**config.mk**
```make
export PLATFORM = sky130hd
export DESIGN_NAME = instruction_encoder_flat
export DESIGN_NICKNAME = d
export VERILOG_FILES = /design/src/rtl/instruction_encoder_if.sv /design/src/rtl/instruction_encoder.sv /design/src/flat_wrapper.sv
export SDC_FILE = /design/constraint.sdc
export NUM_CORES = 1
export LEC_CHECK = 0
export CAP_MARGIN = 20
export CORE_MARGIN = 3
export CORE_UTILIZATION = 58
export DETAILED_ROUTE_END_ITERATION = 6
export HOLD_SLACK_MARGIN = 0.05
export PLACE_DENSITY_LB_ADDON = 0.08
export RECOVER_POWER = 25
export SETUP_SLACK_MARGIN = 0.02
export SYNTH_ARGS = -nofsm -noshare
export SYNTH_HDL_FRONTEND = slang
export SYNTH_SLANG_ARGS = --single-unit
export TNS_END_PERCENT = 50
```
**constraint.sdc**
```tcl
create_clock -name clk -period 11.6 [get_ports clk]
set_input_delay 2.32 -clock clk [delete_from_list [all_inputs] [get_ports clk]]
set_output_delay 2.32 -clock clk [all_outputs]
set_load 0.005 [all_outputs]
```
**src/rtl/instruction_encoder_if.sv**
```systemverilog
// Handshake bundle between a request producer, the instruction encoder and
// the instruction-memory write port. The encoder takes the slave view.
interface instruction_encoder_if #(
    parameter int ADDR_W = 8
);
    // Request side: instruction fields offered by the producer
    logic              in_valid;
    logic              in_ready;
    logic [2:0]        in_alu_op;
    logic [4:0]        in_dst;
    logic [4:0]        in_src1;
    logic [4:0]        in_src2;
    logic [31:0]       in_imm;

    // Memory write side
    logic              out_valid;
    logic              out_ready;
    logic [ADDR_W-1:0] out_addr;
    logic [31:0]       out_instr;

    // Status
    logic              err;
    logic [7:0]        err_count;
    logic [15:0]       written;

    // Producer / memory side of the link
    modport master (
        output in_valid, in_alu_op, in_dst, in_src1, in_src2, in_imm, out_ready,
        input  in_ready, out_valid, out_addr, out_instr, err, err_count, written
    );

    // Encoder side of the link
    modport slave (
        input  in_valid, in_alu_op, in_dst, in_src1, in_src2, in_imm, out_ready,
        output in_ready, out_valid, out_addr, out_instr, err, err_count, written
    );
endinterface

```
**src/rtl/instruction_encoder.sv**
```systemverilog
// Buffered instruction encoder for SemiCPU. Requests are checked and packed
// into 32-bit words, queued in a small FIFO, and streamed to the instruction
// memory with an auto-incrementing address. Rejected requests are counted.
module instruction_encoder #(
    parameter int DEPTH      = 4,
    parameter int ADDR_W     = 8,
    parameter int START_ADDR = 0
) (
    input  logic                 clk,
    input  logic                 rst,
    instruction_encoder_if.slave bus
);
    localparam int PTR_W = (DEPTH > 1) ? $clog2(DEPTH) : 1;
    localparam logic [PTR_W:0] FULL_COUNT = (PTR_W + 1)'(DEPTH);

    // ALU operation codes as they arrive on in_alu_op
    localparam logic [2:0] OP_NOOP   = 3'b000;
    localparam logic [2:0] OP_ILLEGAL = 3'b001;
    localparam logic [2:0] OP_ADD    = 3'b010;
    localparam logic [2:0] OP_SUB    = 3'b011;
    localparam logic [2:0] OP_SHIFTL = 3'b100;
    localparam logic [2:0] OP_SHIFTR = 3'b101;
    localparam logic [2:0] OP_ADDI   = 3'b110;
    localparam logic [2:0] OP_SUBI   = 3'b111;

    // FIFO storage and bookkeeping
    logic [31:0]       r_mem [DEPTH];
    logic [PTR_W-1:0]  r_wr_ptr;
    logic [PTR_W-1:0]  r_rd_ptr;
    logic [PTR_W:0]    r_count;

    // Output address and status registers
    logic [ADDR_W-1:0] r_out_addr;
    logic              r_err;
    logic [7:0]        r_err_count;
    logic [15:0]       r_written;

    // Decode / handshake wires
    logic [3:0]        w_opcode;
    logic              w_is_itype;
    logic              w_imm_ok;
    logic              w_legal;
    logic [31:0]       w_word;
    logic              w_in_ready;
    logic              w_out_valid;
    logic              w_accept;
    logic              w_push;
    logic              w_reject;
    logic              w_pop;

    // Translate the ALU operation into the decode-stage opcode and check
    // legality. The immediate must fit in 18 signed bits, i.e. bits 31..17
    // must all carry the same value.
    always_comb begin
        w_opcode   = 4'b0000;
        w_is_itype = 1'b0;
        case (bus.in_alu_op)
            OP_NOOP:   w_opcode = 4'b0000;
            OP_ADD:    w_opcode = 4'b0010;
            OP_SUB:    w_opcode = 4'b0011;
            OP_SHIFTL: w_opcode = 4'b0100;
            OP_SHIFTR: w_opcode = 4'b0101;
            OP_ADDI: begin
                w_opcode   = 4'b1100;
                w_is_itype = 1'b1;
            end
            OP_SUBI: begin
                w_opcode   = 4'b1111;
                w_is_itype = 1'b1;
            end
            default:   w_opcode = 4'b0000;
        endcase

        w_imm_ok = (&bus.in_imm[31:17]) | ~(|bus.in_imm[31:17]);
        w_legal  = (bus.in_alu_op != OP_ILLEGAL) && (!w_is_itype || w_imm_ok);
    end

    // Pack the fields into the instruction word. NOOP is all zeros no matter
    // what the other fields carry; I-type reuses the src2 slot for the
    // immediate.
    always_comb begin
        w_word = 32'h0000_0000;
        if (bus.in_alu_op == OP_NOOP) begin
            w_word = 32'h0000_0000;
        end else if (w_is_itype) begin
            w_word = {w_opcode, bus.in_dst, bus.in_src1, bus.in_imm[17:0]};
        end else begin
            w_word = {w_opcode, bus.in_dst, bus.in_src1, bus.in_src2, 13'b0};
        end
    end

    // Handshakes come only from registered occupancy, so a pop in the same
    // cycle never frees a slot for an incoming request.
    assign w_in_ready  = (r_count != FULL_COUNT);
    assign w_out_valid = (r_count != '0);
    assign w_accept    = bus.in_valid && w_in_ready;
    assign w_push      = w_accept && w_legal;
    assign w_reject    = w_accept && !w_legal;
    assign w_pop       = w_out_valid && bus.out_ready;

    // FIFO storage: cleared on reset so the head reads zero until the first
    // word is written.
    always_ff @(posedge clk or posedge rst) begin
        if (rst) begin
            for (int i = 0; i < DEPTH; i++) begin
                r_mem[i] <= 32'h0000_0000;
            end
        end else if (w_push) begin
            r_mem[r_wr_ptr] <= w_word;
        end
    end

    // FIFO pointers and occupancy; simultaneous push and pop leave the
    // count unchanged.
    always_ff @(posedge clk or posedge rst) begin
        if (rst) begin
            r_wr_ptr <= '0;
            r_rd_ptr <= '0;
            r_count  <= '0;
        end else begin
            if (w_push) begin
                r_wr_ptr <= r_wr_ptr + 1'b1;
            end
            if (w_pop) begin
                r_rd_ptr <= r_rd_ptr + 1'b1;
            end
            case ({w_push, w_pop})
                2'b10:   r_count <= r_count + 1'b1;
                2'b01:   r_count <= r_count - 1'b1;
                default: r_count <= r_count;
            endcase
        end
    end

    // Write address and completed-write counter advance on each output
    // handshake; both wrap silently.
    always_ff @(posedge clk or posedge rst) begin
        if (rst) begin
            r_out_addr <= ADDR_W'(START_ADDR);
            r_written  <= 16'd0;
        end else if (w_pop) begin
            r_out_addr <= r_out_addr + 1'b1;
            r_written  <= r_written + 16'd1;
        end
    end

    // Sticky error flag and saturating reject counter
    always_ff @(posedge clk or posedge rst) begin
        if (rst) begin
            r_err       <= 1'b0;
            r_err_count <= 8'd0;
        end else if (w_reject) begin
            r_err <= 1'b1;
            if (r_err_count != 8'hFF) begin
                r_err_count <= r_err_count + 8'd1;
            end
        end
    end

    assign bus.in_ready  = w_in_ready;
    assign bus.out_valid = w_out_valid;
    assign bus.out_addr  = r_out_addr;
    assign bus.out_instr = r_mem[r_rd_ptr];
    assign bus.err       = r_err;
    assign bus.err_count = r_err_count;
    assign bus.written   = r_written;
endmodule
```
**src/flat_wrapper.sv**
```systemverilog
// flat-port wrapper written by rule: the top's interface ports become plain ports
module instruction_encoder_flat 
#(
    parameter int DEPTH      = 4,
    parameter int ADDR_W     = 8,
    parameter int START_ADDR = 0
)
  (clk, rst, bus_in_valid, bus_in_alu_op, bus_in_dst, bus_in_src1, bus_in_src2, bus_in_imm, bus_out_ready, bus_in_ready, bus_out_valid, bus_out_addr, bus_out_instr, bus_err, bus_err_count, bus_written);
  instruction_encoder_if #(.ADDR_W(ADDR_W)) bus_i ();
  input  logic clk;
  input  logic rst;
  input wire logic [$bits(bus_i.in_valid)-1:0] bus_in_valid;
  input wire logic [$bits(bus_i.in_alu_op)-1:0] bus_in_alu_op;
  input wire logic [$bits(bus_i.in_dst)-1:0] bus_in_dst;
  input wire logic [$bits(bus_i.in_src1)-1:0] bus_in_src1;
  input wire logic [$bits(bus_i.in_src2)-1:0] bus_in_src2;
  input wire logic [$bits(bus_i.in_imm)-1:0] bus_in_imm;
  input wire logic [$bits(bus_i.out_ready)-1:0] bus_out_ready;
  output wire logic [$bits(bus_i.in_ready)-1:0] bus_in_ready;
  output wire logic [$bits(bus_i.out_valid)-1:0] bus_out_valid;
  output wire logic [$bits(bus_i.out_addr)-1:0] bus_out_addr;
  output wire logic [$bits(bus_i.out_instr)-1:0] bus_out_instr;
  output wire logic [$bits(bus_i.err)-1:0] bus_err;
  output wire logic [$bits(bus_i.err_count)-1:0] bus_err_count;
  output wire logic [$bits(bus_i.written)-1:0] bus_written;
  assign bus_i.in_valid = bus_in_valid;
  assign bus_i.in_alu_op = bus_in_alu_op;
  assign bus_i.in_dst = bus_in_dst;
  assign bus_i.in_src1 = bus_in_src1;
  assign bus_i.in_src2 = bus_in_src2;
  assign bus_i.in_imm = bus_in_imm;
  assign bus_i.out_ready = bus_out_ready;
  assign bus_in_ready = bus_i.in_ready;
  assign bus_out_valid = bus_i.out_valid;
  assign bus_out_addr = bus_i.out_addr;
  assign bus_out_instr = bus_i.out_instr;
  assign bus_err = bus_i.err;
  assign bus_err_count = bus_i.err_count;
  assign bus_written = bus_i.written;
  instruction_encoder #(.DEPTH(DEPTH), .ADDR_W(ADDR_W), .START_ADDR(START_ADDR)) u_core (.clk(clk), .rst(rst), .bus(bus_i));
endmodule
```
==> impl_metrics.ini <==
[cts]
htree_levels = 4
cts_root_buf = clkbuf_16
path_clk_slew_ns = 0.06
cts_hold_buf = 0
cts_tree = done
numCtsBuffers = 17
post_cts_resized = 0
cts_num_sinks = 168
post_cts_buffers = 0
clkLatencyLatePin_ns = 0.42
clockBufferDepth = 2

[power]
power_density_nw_per_um2 = 263.6
ir_drop_mv = 0.1423
leakage_nw = 4.087

[worst_setup_path]
cp.depth = 3
path_cells = dlygate4sd3_1 -> clkinvlp_2 -> buf_4
slowest_delay_ns = 2.28
path_max_fanout = 96
cp_top_family = buffers and inverters
worst-r2r-setup-slack_ns = 9.24
reg2reg_from = u_core.r_count[0]$_DFFE_PP0P_
critPathKind = in -> async
critPathRequiredTime_ns = 11.96
endpoint = u_core.r_rd_ptr[0]$_DFFE_PP0P_
arrival_ns = 6.24
critPathSlowestCell = clkinvlp_2
crit_start = rst
path_buf_inv = 3
cp-end-kind = async pin
r2r_end = u_core.r_mem[98]$_DFFE_PP0P_
critPathLaunchType = input port
r2r_cells = 6

[placement]
dp.cells = 931
numPortBuffers = 120
hpwl_mm = 10.37
placed_area_um2 = 8728
gp_congestion = 0.7658

[floorplanning]
die_w_um = 118.8
coreArea_um2 = 12210
std_cell_rows = 40
die_h_um = 118.8
initial_core_util_pct = 60.46
dieArea_um2 = 14120
io-pin-count = 121

[logic_synthesis]
synth_area_per_cell_um2 = 10.94
synth.area.top_cells = dfrtp_1 (57%), mux4_2 (9.8%), nand2_1 (9.5%), o21ai_0 (8.8%), xor2_1 (2.1%)
synth_edf_count = 0
yosysSeqAreaShare_pct = 56.94
syn-cell-area_um2 = 7383
synth_compound_area_share_pct = 10.47
synth_ff_type = dfrtp_1
synth-simple-area-share_pct = 13.56
synth_top_family_by_area = simple AND/OR/NAND/NOR gates
netlist_instances = 675
synthAdderAreaFrac_pct = 1.627
synth.top_cell.area_share_pct = 56.94
ys_ff_latch = 168
ys_warn_count = 0
synth_largest_area_cell = dfrtp_1
yosys-mux-area-fraction_pct = 10.66
async_reset_ff_share_pct = 100.0
synth_xor_area_share_pct = 4.033
ys_types = 34
syn_nets = 738

[timing]
finClkSkew_ns = 0.007138
fin_crit_sh_pct = 50.67
hold_violations = 0
slew_headroom_pct = -173.4
worst_hold_slack_ns = 0.4699
setup_tns_ns = 0
rsz0062_at_grt = no
min_period_ns = 5.878
max_clock_freq_ghz = 0.1701
setup_viol = 0
worstMarginPinSlew_ns = 4.079
drv_slew = 97

[route]
drc = 0
drt_iter0_drc = 475
viasPerCell = 5.594
routed_wl_mm = 16.37
first_pass_iters = 4
via_count = 5381
routedWlPerCell_um = 17.01
antenna_left = 0

[grt]
grt_pass1_vias = 5669
grt-ovfl-total = 0
antenna_found_initial = 0
grtUsageTotal_pct = 24.38
grt_max_degree = 97
grt_pass1_wl_mm = 27.59

[final_layout]
nFillCells = 856
area_growth_pct = 25.69
stdcell_count = 962
postLayoutCellArea_um2 = 9280
n_antenna_cell = 0
nNetsFinal = 845
utilization_pct = 75.99
layout-drive-gt1-share_pct = 10.08

[outcome]
violations = max-capacitance violations, max-slew violations
status = finished with violations

[worst_hold_path]
hold_class = reg -> reg

[run]
drv_cap = 1
flip-flops by register name (all words and copies together), names as in the netlist:
signal and count:
u_core.bus.out_addr 8, u_core.r_rd_ptr 2, u_core.r_count 3, u_core.bus.err 1
u_core.r_wr_ptr 2, u_core.bus.err_count 8, u_core.r_mem 128, u_core.bus.written 16
per-layer routing:
metal  part of all wire, %  global-route usage [%]  up-vias
met4                   1.2                   7.893        0
met3                   5.4                   6.553       16
met5                     0                       0        -
met2                    52                   41.28      143
li1                      -                       -     2536
met1                    42                   30.79     2686
cell families (layout without fill, tap and decap cells):
| family | after synthesis | count (layout) |
|---|---|---|
| compound gates | 139 | 139 |
| fa+ha+maj | 9 | 9 |
| buf+inv | 47 | 166 |
| simple gates | 240 | 240 |
| xor+xnor | 34 | 34 |
| mux | 38 | 38 |
| flops | 168 | 168 |
final cells by class:
| class | instances | area (um2) | area share, % |
|---|---|---|---|
| flip-flops and latches | 168 | 4205 | 45.31 |
| multi-input cells | 460 | 3024 | 32.59 |
| repair buffers | 127 | 1254 | 13.51 |
| clock buffers | 22 | 454.2 | 4.894 |
| well taps | 168 | 210.2 | 2.265 |
| clock inverters | 9 | 101.3 | 1.092 |
| inverters | 8 | 31.28 | 0.3371 |
Yosys cell counts (8+ instances only):
cell and instances:
nand3_1 10, xor2_1 18, ha_1 8, clkbuf_1 22, nand2_1 187, mux4_2 32
buf_2 13, xnor2_1 16, nor2_1 11, o21ai_0 130, dfrtp_1 168, nand4_1 11
inv_1 8
worst min-delay path by stage:
stage	startpoint	end	slack [ns]	cells past startpoint
4_1_cts	u_core.bus.out_addr[7]$_DFFE_PP0P_	u_core.bus.out_addr[7]$_DFFE_PP0P_	0.48	1
6_report	u_core.bus.out_addr[7]$_DFFE_PP0P_	u_core.bus.out_addr[7]$_DFFE_PP0P_	0.47	1
3_3_place_gp	u_core.r_mem[116]$_DFFE_PP0P_	u_core.r_mem[116]$_DFFE_PP0P_	0.46	2
2_1_floorplan	u_core.r_mem[32]$_DFFE_PP0P_	u_core.r_mem[32]$_DFFE_PP0P_	0.44	2
5_1_grt	u_core.bus.out_addr[7]$_DFFE_PP0P_	u_core.bus.out_addr[7]$_DFFE_PP0P_	0.49	1
3_5_place_dp	u_core.bus.out_addr[7]$_DFFE_PP0P_	u_core.bus.out_addr[7]$_DFFE_PP0P_	0.46	1
power by group:
part	leakage (nW)	internal [mW]	switching [mW]
Sequential	2.17	0.843	0.174
Clock	0.273	0.320	0.220
Combinational	1.64	0.505	0.383
Total	4.09	1.67	0.778
metrics by stage:
step / power, mW / worst slack [ns]
final: 2.446 / 5.722
after global routing: 2.608 / 5.061
after CTS: 2.462 / 6.327
after detailed placement: 1.914 / 5.926
after global placement: 1.865 / 6.070
after floorplan: 1.497 / 4.733
cells in the final DEF (no fill, tap or decap), drive strengths merged, types with 2 or more instances in the layout:
cell	count
nand2	188
dfrtp	168
o21ai	130
clkdlybuf4s50	118
mux4	32
clkbuf	22
xor2	18
xnor2	16
nand4	11
nor2	11
nand3	10
ha	8
inv	7
buf	7
clkinv	6
nor3	5
nor4	5
mux2	5
o2111ai	4
and2	2
and4	2
or3	2
bufinv	2
dlygate4sd3	2
clkinvlp	2
No activity file was read; power rests on OpenSTA's default activity.
